**src/rtl/bram_xfer_ctrl.sv**
```systemverilog
// BRAM-to-BRAM block copy controller: streams L words from a source BRAM to a destination BRAM.
// Optional running checksum output enabled by defining BRAM_XFER_CHECKSUM_EN.
module bram_xfer_ctrl #(
   parameter int ADDR_W = 10,
   parameter int DATA_W = 32,
   parameter int RD_LAT = 1
) (
   input  logic                clock,
   input  logic                resetn,
   input  logic                start,
   input  logic [ADDR_W:0]     length,
   input  logic                abort,
   output logic [ADDR_W-1:0]   rd_addr,
   output logic                rd_en,
   input  logic [DATA_W-1:0]   rd_data,
   output logic [ADDR_W-1:0]   wr_addr,
   output logic [DATA_W-1:0]   wr_data,
   output logic                wr_en,
   output logic [DATA_W/8-1:0] wr_we,
   output logic                busy,
   output logic                done,
   output logic [ADDR_W:0]     word_count
`ifdef BRAM_XFER_CHECKSUM_EN
   ,
   output logic [DATA_W-1:0]   checksum
`endif
);

   typedef enum logic [1:0] {S_IDLE, S_READ, S_DRAIN, S_DONE} state_t;

   localparam logic [ADDR_W:0] MAX_LEN    = {1'b1, {ADDR_W{1'b0}}};
   localparam logic [1:0]      DRAIN_INIT = 2'(RD_LAT - 1);

   state_t              r_state;
   state_t              w_nextState;
   logic [ADDR_W:0]     r_len;
   logic [ADDR_W-1:0]   r_rdAddr;
   logic [1:0]          r_drainCnt;
   logic [RD_LAT-1:0]   r_vldPipe;
   logic [ADDR_W-1:0]   r_addrPipe [RD_LAT];
   logic [ADDR_W:0]     r_wordCount;
   logic [ADDR_W:0]     w_lenClamp;
   logic                w_accept;
   logic                w_abortNow;
   logic                w_lastRead;

   assign w_lenClamp = (length > MAX_LEN) ? MAX_LEN : length;
   assign w_accept   = (r_state == S_IDLE) && start;
   assign w_abortNow = abort && ((r_state == S_READ) || (r_state == S_DRAIN));
   assign w_lastRead = ({1'b0, r_rdAddr} == (r_len - (ADDR_W+1)'(1)));

   always_ff @(posedge clock or negedge resetn) begin
      if (!resetn) r_state <= S_IDLE;
      else         r_state <= w_nextState;
   end

   always_comb begin
      w_nextState = r_state;
      rd_en       = 1'b0;
      busy        = 1'b0;
      done        = 1'b0;
      case (r_state)
         S_IDLE: begin
            if (start) w_nextState = (w_lenClamp == '0) ? S_DONE : S_READ;
         end
         S_READ: begin
            rd_en = 1'b1;
            busy  = 1'b1;
            if (abort)           w_nextState = S_IDLE;
            else if (w_lastRead) w_nextState = S_DRAIN;
         end
         S_DRAIN: begin
            busy = 1'b1;
            if (abort)                    w_nextState = S_IDLE;
            else if (r_drainCnt == 2'd0)  w_nextState = S_DONE;
         end
         S_DONE: begin
            busy        = 1'b1;
            done        = 1'b1;
            w_nextState = S_IDLE;
         end
         default: w_nextState = S_IDLE;
      endcase
   end

   // The valid/address pipeline mirrors the source BRAM latency; abort flushes it.
   always_ff @(posedge clock or negedge resetn) begin
      if (!resetn) begin
         r_len       <= '0;
         r_rdAddr    <= '0;
         r_drainCnt  <= '0;
         r_vldPipe   <= '0;
         r_wordCount <= '0;
         for (int i = 0; i < RD_LAT; i++) r_addrPipe[i] <= '0;
      end else begin
         if (w_accept) begin
            r_len    <= w_lenClamp;
            r_rdAddr <= '0;
         end else if ((r_state == S_READ) && !w_lastRead) begin
            r_rdAddr <= r_rdAddr + (ADDR_W)'(1);
         end

         if (r_state == S_READ)
            r_drainCnt <= DRAIN_INIT;
         else if ((r_state == S_DRAIN) && (r_drainCnt != 2'd0))
            r_drainCnt <= r_drainCnt - 2'd1;

         r_vldPipe[0]  <= rd_en && !w_abortNow;
         r_addrPipe[0] <= r_rdAddr;
         for (int i = 1; i < RD_LAT; i++) begin
            r_vldPipe[i]  <= r_vldPipe[i-1] && !w_abortNow;
            r_addrPipe[i] <= r_addrPipe[i-1];
         end

         if (w_accept)   r_wordCount <= '0;
         else if (wr_en) r_wordCount <= r_wordCount + (ADDR_W+1)'(1);
      end
   end

   assign rd_addr    = r_rdAddr;
   assign wr_en      = r_vldPipe[RD_LAT-1];
   assign wr_addr    = r_addrPipe[RD_LAT-1];
   assign wr_data    = wr_en ? rd_data : '0;
   assign wr_we      = {(DATA_W/8){wr_en}};
   assign word_count = r_wordCount;

`ifdef BRAM_XFER_CHECKSUM_EN
   logic [DATA_W-1:0] r_checksum;

   always_ff @(posedge clock or negedge resetn) begin
      if (!resetn)    r_checksum <= '0;
      else if (w_accept) r_checksum <= '0;
      else if (wr_en) r_checksum <= r_checksum + wr_data;
   end

   assign checksum = r_checksum;
`endif

endmodule

```
**config.mk**
```make
export PLATFORM = sky130hd
export DESIGN_NAME = bram_xfer_ctrl
export DESIGN_NICKNAME = d
export VERILOG_FILES = /design/src/rtl/bram_xfer_ctrl.sv
export SDC_FILE = /design/constraint.sdc
export NUM_CORES = 1
export LEC_CHECK = 0
export CELL_PAD_IN_SITES_DETAIL_PLACEMENT = 2
export CELL_PAD_IN_SITES_GLOBAL_PLACEMENT = 2
export CORE_ASPECT_RATIO = 1.25
export CORE_MARGIN = 2
export CORE_UTILIZATION = 21
export DETAILED_ROUTE_END_ITERATION = 16
export PLACE_DENSITY = 0.87
export SLEW_MARGIN = 15
export SYNTH_ARGS = -nofsm -noshare
export SYNTH_HDL_FRONTEND = slang
export SYNTH_SLANG_ARGS = --single-unit
```
**constraint.sdc**
```tcl
create_clock -name clock -period 1.97 [get_ports clock]
set_input_delay 0.4925 -clock clock [delete_from_list [all_inputs] [get_ports clock]]
set_output_delay 0.4925 -clock clock [all_outputs]
set_load 0.02 [all_outputs]
```
==> results_dict.tcl, run 1 <==
set metrics [dict create \
    muxShareOfSynthArea_pct 1.54 \
    drive_above_1_share_pct 18.3 \
    vias_per_cell 4.55 \
    syn-mean-instance-area_um2 9.34 \
    cts_buffer_depth 2 \
    power.density_nw_per_um2 1230 \
    clock_latency_ns 0.29 \
    slew_violations 0 \
    grt.overflow.total 0 \
    r2r_cells 9 \
    netlist_area_um2 2600 \
    yosysTopAreaCell "dfrtp_1" \
    place_inst 581 \
    rr_endpoint "rd_addr[9]$_DFFE_PN0P_" \
    worstPathRequired_ns 2.20 \
    wl_per_cell_um 18.3 \
    synth_area_leaders "dfrtp_1 45%, and2_1 8.4%, nand2_1 4.6%, nand3b_1 3.8%, xor2_1 3.7%" \
    failed_checks "setup timing" \
    worst_pin_slew_ns 0.499 \
    antenna_left 0 \
    grt_usage_pct 16.6 \
    rr_startpoint "r_len[4]$_DFFE_PN0P_" \
    cts_made_buffers 5 \
    drc_errors 0 \
    ys_ff_latch 47 \
    synth_xor_area_share_pct 7.08 \
    drt_iter0_drc 104 \
    ios 118 \
    rsz0062_at_grt "yes" \
    ir_drop_mv 0.387 \
    synth_edf_count 0 \
    synth_top_area_share_pct 45.3 \
    finalWirelength_um 10900 \
    total_power_w 0.00555 \
    fin_tns_setup_ns -4.21 \
    hold_viol_final 0 \
    grt_pass1_vias 3156 \
    worstPathMaxFanout 10 \
    grt_pass1_wl_um 16900 \
    syn-instance-count 278 \
    critPathArrivalTime_ns 2.62 \
    synth_top_family_by_area "simple AND/OR/NAND/NOR gates" \
    cp_cell_sequence "nor4_4, buf_4, and2_4, nor3_1, a31oi_2, nor4_4, buf_4, or4_1, nand2_1" \
    final_util_pct 37.2 \
    cts_tree "done" \
    syn_nets 329 \
    synthAdderAreaFrac_pct 1.93 \
    crit_buf_inv 2 \
    crit_family "simple AND/OR/NAND/NOR gates" \
    std_cell_rows 45 \
    cp-end-kind "flip-flop" \
    p_leak_nw 2.19 \
    yosysMostFrequentCell "dfrtp_1" \
    clock_sinks 47 \
    relSlewSlack_pct 66.7 \
    fin_crit_ns 2.38 \
    setup_viol 12 \
    yosys-top-cells-count "47 x dfrtp_1, 35 x and2_1, 32 x nand2_1, 20 x nor2_1" \
    synth_compound_area_share_pct 9.30 \
    rrSetupSlack_ns -0.41 \
    num_vias 2707 \
    hold_path_class "primary input to async pin" \
    first_pass_iters 4 \
    drv_cap 0 \
    nets 481 \
    place.gp.congestion 0.787 \
    path_class "flip-flop to flip-flop" \
    grt_max_degree 28 \
    max_freq_mhz 420 \
    numPortBuffers 117 \
    synthSimpleGateAreaFrac_pct 30.7 \
    place_ws_ns -0.362 \
    slowest_stage "or4_1" \
    die_y_um 128 \
    finalClockSkew_ns 0.00534 \
    die_area_um2 13300 \
    clockRootBuffer "clkbuf_16" \
    cts.clk_slew.worst_paths_ns 0.07 \
    yosys_warnings 0 \
    start_util_pct 21.5 \
    ys_types 37 \
    area_growth_pct 73.2 \
    dp_hpwl_um 7850 \
    layout_setup_ws_ns -0.412 \
    synthFlopType "dfrtp_1" \
    start_kind "flip-flop" \
    stdcell_count 595 \
    cts_hold_buffers 0 \
    outcome "finished with violations" \
    insertedDiodeCount 0 \
    ys_async_sr_fraction_pct 100 \
    grt_antenna_before_repair 0 \
    core-area_um2 12100 \
    htreeDepth 2 \
    ys_seq_area_share_pct 45.3 \
    post-route-period-util_pct 121 \
    die_w_um 103 \
    max_stage_delay_ns 0.50 \
]
-- cell families (layout without fill, tap and decap cells) --
kind of cell,count (synthesis),in the layout
xor+xnor,21,21
fa+ha+maj,4,4
buf+inv,24,177
simple gates,144,144
mux,4,4
compound gates,34,34
flops,47,47
-- worst max path at each step --
stage                               startpoint                endpoint  slack, ns  depth (start not counted)
after floorplan           r_len[2]$_DFFE_PN0P_  rd_addr[6]$_DFFE_PN0P_      -0.19                          8
after global placement    r_len[2]$_DFFE_PN0P_  rd_addr[9]$_DFFE_PN0P_      -0.21                          8
after detailed placement  r_len[2]$_DFFE_PN0P_  rd_addr[9]$_DFFE_PN0P_      -0.36                          8
after CTS                 r_len[3]$_DFFE_PN0P_  rd_addr[9]$_DFFE_PN0P_      -0.32                          9
after global routing      r_len[3]$_DFFE_PN0P_  rd_addr[0]$_DFFE_PN0P_      -0.50                          8
final                     r_len[4]$_DFFE_PN0P_  rd_addr[9]$_DFFE_PN0P_      -0.41                          9
-- report_power, final --
group	leakage, nW	total [W]	switching (W)	internal (W)
Combinational	1.49	0.00324	0.00176	0.00148
Clock	0.0658	0.000860	0.000392	0.000468
Sequential	0.631	0.00146	0.000283	0.00117
Total	2.19	0.00555	0.00243	0.00312
-- metal layers --
metal	vias to the layer above	GRT usage, %	part of all wire [%]
met5	-	0	0
met4	0	5.73	3.4
met3	21	1.96	4.1
met2	85	32.9	56
met1	1345	17.4	37
li1	1256	-	-
-- state kept, by name (all words and copies together), names as in the netlist --
register and flops:
r_len 11, word_count 11, rd_addr 10, wr_addr 10
r_drainCnt 2, r_state 2, wr_en 1
-- cells in the final DEF (no fill, tap or decap), types with 6 or more instances in the layout --
| cell type | count |
|---|---|
| o31ai_1 | 6 |
| xnor2_1 | 7 |
| dfrtp_1 | 44 |
| and2_1 | 34 |
| buf_4 | 41 |
| o211ai_1 | 7 |
| clkdlybuf4s50_1 | 67 |
| and3_1 | 6 |
| o21ai_0 | 6 |
| nand3b_1 | 13 |
| xor2_1 | 11 |
| dlygate4sd2_1 | 45 |
| nand2_1 | 32 |
| nor2_1 | 20 |
| nand4_1 | 7 |
-- per-stage QoR --
| stage | hold WS (ns) | cell area [um^2] |
|---|---|---|
| 2_1_floorplan | 0.197 | 2600 |
| 3_3_place_gp | 0.478 | 4200 |
| 3_5_place_dp | 0.488 | 4200 |
| 4_1_cts | 0.175 | 4420 |
| 5_1_grt | 0.194 | 4500 |
| 6_report | 0.161 | 4500 |
-- repair_timing --
action                                  4_1_cts  5_1_grt
buffers inserted                              4        2
endpoints found under the setup margin       56       16
resized for setup                            69       11
pin swaps                                     9        6
-- area by class of cell --
type / instances / area (um^2)
clock inverter: 3 / 20.0
tap: 164 / 205
sequential: 47 / 1180
inverter: 6 / 22.5
multi-input combinational: 207 / 1450
timing repair buffer: 163 / 1490
clock buffer: 5 / 125
fill: 1334 / 7610
No activity file was read; power rests on OpenSTA's default activity.
==> inputs of run 2 (changes only) <==
==> constraint.sdc (replaced) <==
create_clock -name clock -period 1.97 [get_ports clock]
set_input_delay 0.4925 -clock clock [delete_from_list [all_inputs] [get_ports clock]]
set_output_delay 0.4925 -clock clock [all_outputs]
set_load 0.1 [all_outputs]
==> run 2 against run 1 <==
- the run still ends with setup timing left
- utilization is 5.6 points higher
- fmax is 4.7% higher
- critical endpoint is now rd_addr[8]$_DFFE_PN0P_
- first-iteration DRC count is 26% lower
- highest routed layer unchanged
==> results_dict.tcl, run 2 (synthesis results as in run 1) <==
set metrics [dict create \
    hold_viol_final 0 \
    start_util_pct 21.5 \
    area_growth_pct 99.3 \
    relSlewSlack_pct 72.4 \
    grt.overflow.total 0 \
    vias_per_cell 4.58 \
    cp_cell_sequence "nor4_4, nand3b_1, a2111oi_4, o211ai_1, nor4_4, buf_4, o21ai_0, a21oi_1" \
    hold_path_class "primary input to async pin" \
    ios 118 \
    finalClockSkew_ns 0.00926 \
    grt_antenna_before_repair 0 \
    die_w_um 103 \
    grt_pass1_vias 3004 \
    switching_power_w 0.00380 \
    place.gp.congestion 0.738 \
    worstPathMaxFanout 10 \
    cp-end-kind "flip-flop" \
    max_stage_delay_ns 0.43 \
    num_vias 2662 \
    htreeDepth 2 \
    wl_per_cell_um 18.9 \
    p_leak_nw 2.23 \
    internal_power_w 0.00359 \
    p_sw_share_pct 51.4 \
    worst_pin_slew_ns 0.414 \
    drc_errors 0 \
    final_common_cell "buf_12" \
    nets 467 \
    failed_checks "setup timing" \
    pwr-share-seq_pct 20.1 \
    grt_pass1_wl_um 16700 \
    cts_tree "done" \
    antenna_left 0 \
    critPathArrivalTime_ns 2.48 \
    final_cell_mix "71 x buf_12, 45 x clkdlybuf4s50_1, 36 x dfrtp_1" \
    outcome "finished with violations" \
    cts.clk_slew.worst_paths_ns 0.07 \
    die_y_um 128 \
    insertedDiodeCount 0 \
    hold_slack_ns 0.165 \
    clock_sinks 47 \
    p_clk_share_pct 11.6 \
    drt_iter0_drc 77 \
    slew_violations 0 \
    cts_hold_buffers 0 \
    power.density_nw_per_um2 1430 \
    p_comb_share_pct 68.3 \
    core-area_um2 12100 \
    rsz0062_at_grt "yes" \
    max_freq_mhz 439 \
    worstPathRequired_ns 2.17 \
    start_kind "flip-flop" \
    cp.depth 8 \
    first_pass_iters 4 \
    layout_setup_ws_ns -0.306 \
    cts_buffer_depth 2 \
    die_area_um2 13300 \
    critPathMostFrequentCell "nor4_4" \
    path_class "flip-flop to flip-flop" \
    drv_cap 0 \
    total_power_w 0.00739 \
    r2r_cells 8 \
    grt_usage_pct 16.3 \
    finalWirelength_um 11000 \
    crit_buf_inv 1 \
    slowest_stage "dfrtp_1" \
    crit_family "compound AO/OA/AOI/OAI gates" \
    fin_crit_ns 2.28 \
    clock_latency_ns 0.29 \
    drive_above_1_share_pct 41.0 \
    grt_max_degree 48 \
    ir_drop_mv 0.950 \
    clockRootBuffer "clkbuf_16" \
    numPortBuffers 117 \
    dp_hpwl_um 8340 \
    std_cell_rows 45 \
    setup_viol 12 \
    cts_made_buffers 5 \
    post-route-period-util_pct 116 \
]
run 2: cell types whose count changed in the layout (fill, tap and decap cells not counted), moves of 6 or more:
cell and change:
buf_4 -10, and2_4 +29, buf_12 +70, clkdlybuf4s50_1 -22
and2_1 -31, dfrtp_4 +6, dlygate4sd2_1 -45, dfrtp_1 -8
run 2: power groups by stage:
stage	Clock (W)	Sequential [W]	Combinational, W
3_5_place_dp	0	0.00150	0.00474
6_report	0.000860	0.00148	0.00505
2_1_floorplan	0	0.00194	0.00247
3_3_place_gp	0	0.00147	0.00460
5_1_grt	0.000920	0.00152	0.00530
4_1_cts	0.000884	0.00149	0.00488
run 2: cell type report:
class,instances,area (um^2)
Clock buffer,5,125
Timing Repair Buffer,149,2120
Multi-Input combinational cell,207,1480
Inverter,6,22.5
Tap cell,164,205
Clock inverter,3,18.8
Sequential cell,47,1200
Fill cell,1211,6930
run 2: per-stage QoR:
step / TNS (ns) / setup slack [ns] / cell area (um^2) / std cells / utilization (%)
final: -3.17 / -0.306 / 5180 / 581 / 42.8
after global routing: -4.64 / -0.425 / 5180 / 581 / 42.8
after CTS: -3.06 / -0.289 / 5100 / 580 / 42.1
after detailed placement: -2.86 / -0.328 / 4900 / 570 / 40.5
after global placement: -1.25 / -0.180 / 4900 / 570 / 40.5
after floorplan: -1.61 / -0.211 / 2710 / 278 / -
run 2: worst register-to-register path: cells and delay by family, from the launching register on:
family	cells	cell delay, ns
compound gates	4	0.83
buf+inv	1	0.23
flops	1	0.43
simple gates	3	0.70
run 2: layer usage:
layer / vias up / GRT usage, % / part of all wire [%]
met5: - / 0 / 0
met1: 1343 / 17.6 / 36
li1: 1222 / - / -
met4: 0 / 4.18 / 1.5
met2: 86 / 32.3 / 57
met3: 11 / 2.12 / 4.6
run 2: path summary, 6_finish.rpt:
kind,startpoint,to,slack (ns)
worst max-delay path,r_len[3]$_DFFE_PN0P_,rd_addr[8]$_DFFE_PN0P_,-0.31
worst min-delay path,resetn,word_count[9]$_DFFE_PN0P_,0.16
worst max register to register,r_len[3]$_DFFE_PN0P_,rd_addr[8]$_DFFE_PN0P_,-0.31
worst min register to register,rd_addr[9]$_DFFE_PN0P_,wr_addr[9]$_DFF_PN0_,0.49
max in group asynchronous,resetn,rd_addr[8]$_DFFE_PN0P_,1.54
min in group clock,rd_addr[9]$_DFFE_PN0P_,wr_addr[9]$_DFF_PN0_,0.49
run 2: timing repair:
item	in CTS	in global routing
gates resized for setup	8	11
cloned	0	0
setup endpoints to repair	12	18
buffers inserted	2	1
pin swaps	8	4
endpoints found under the hold margin	0	0
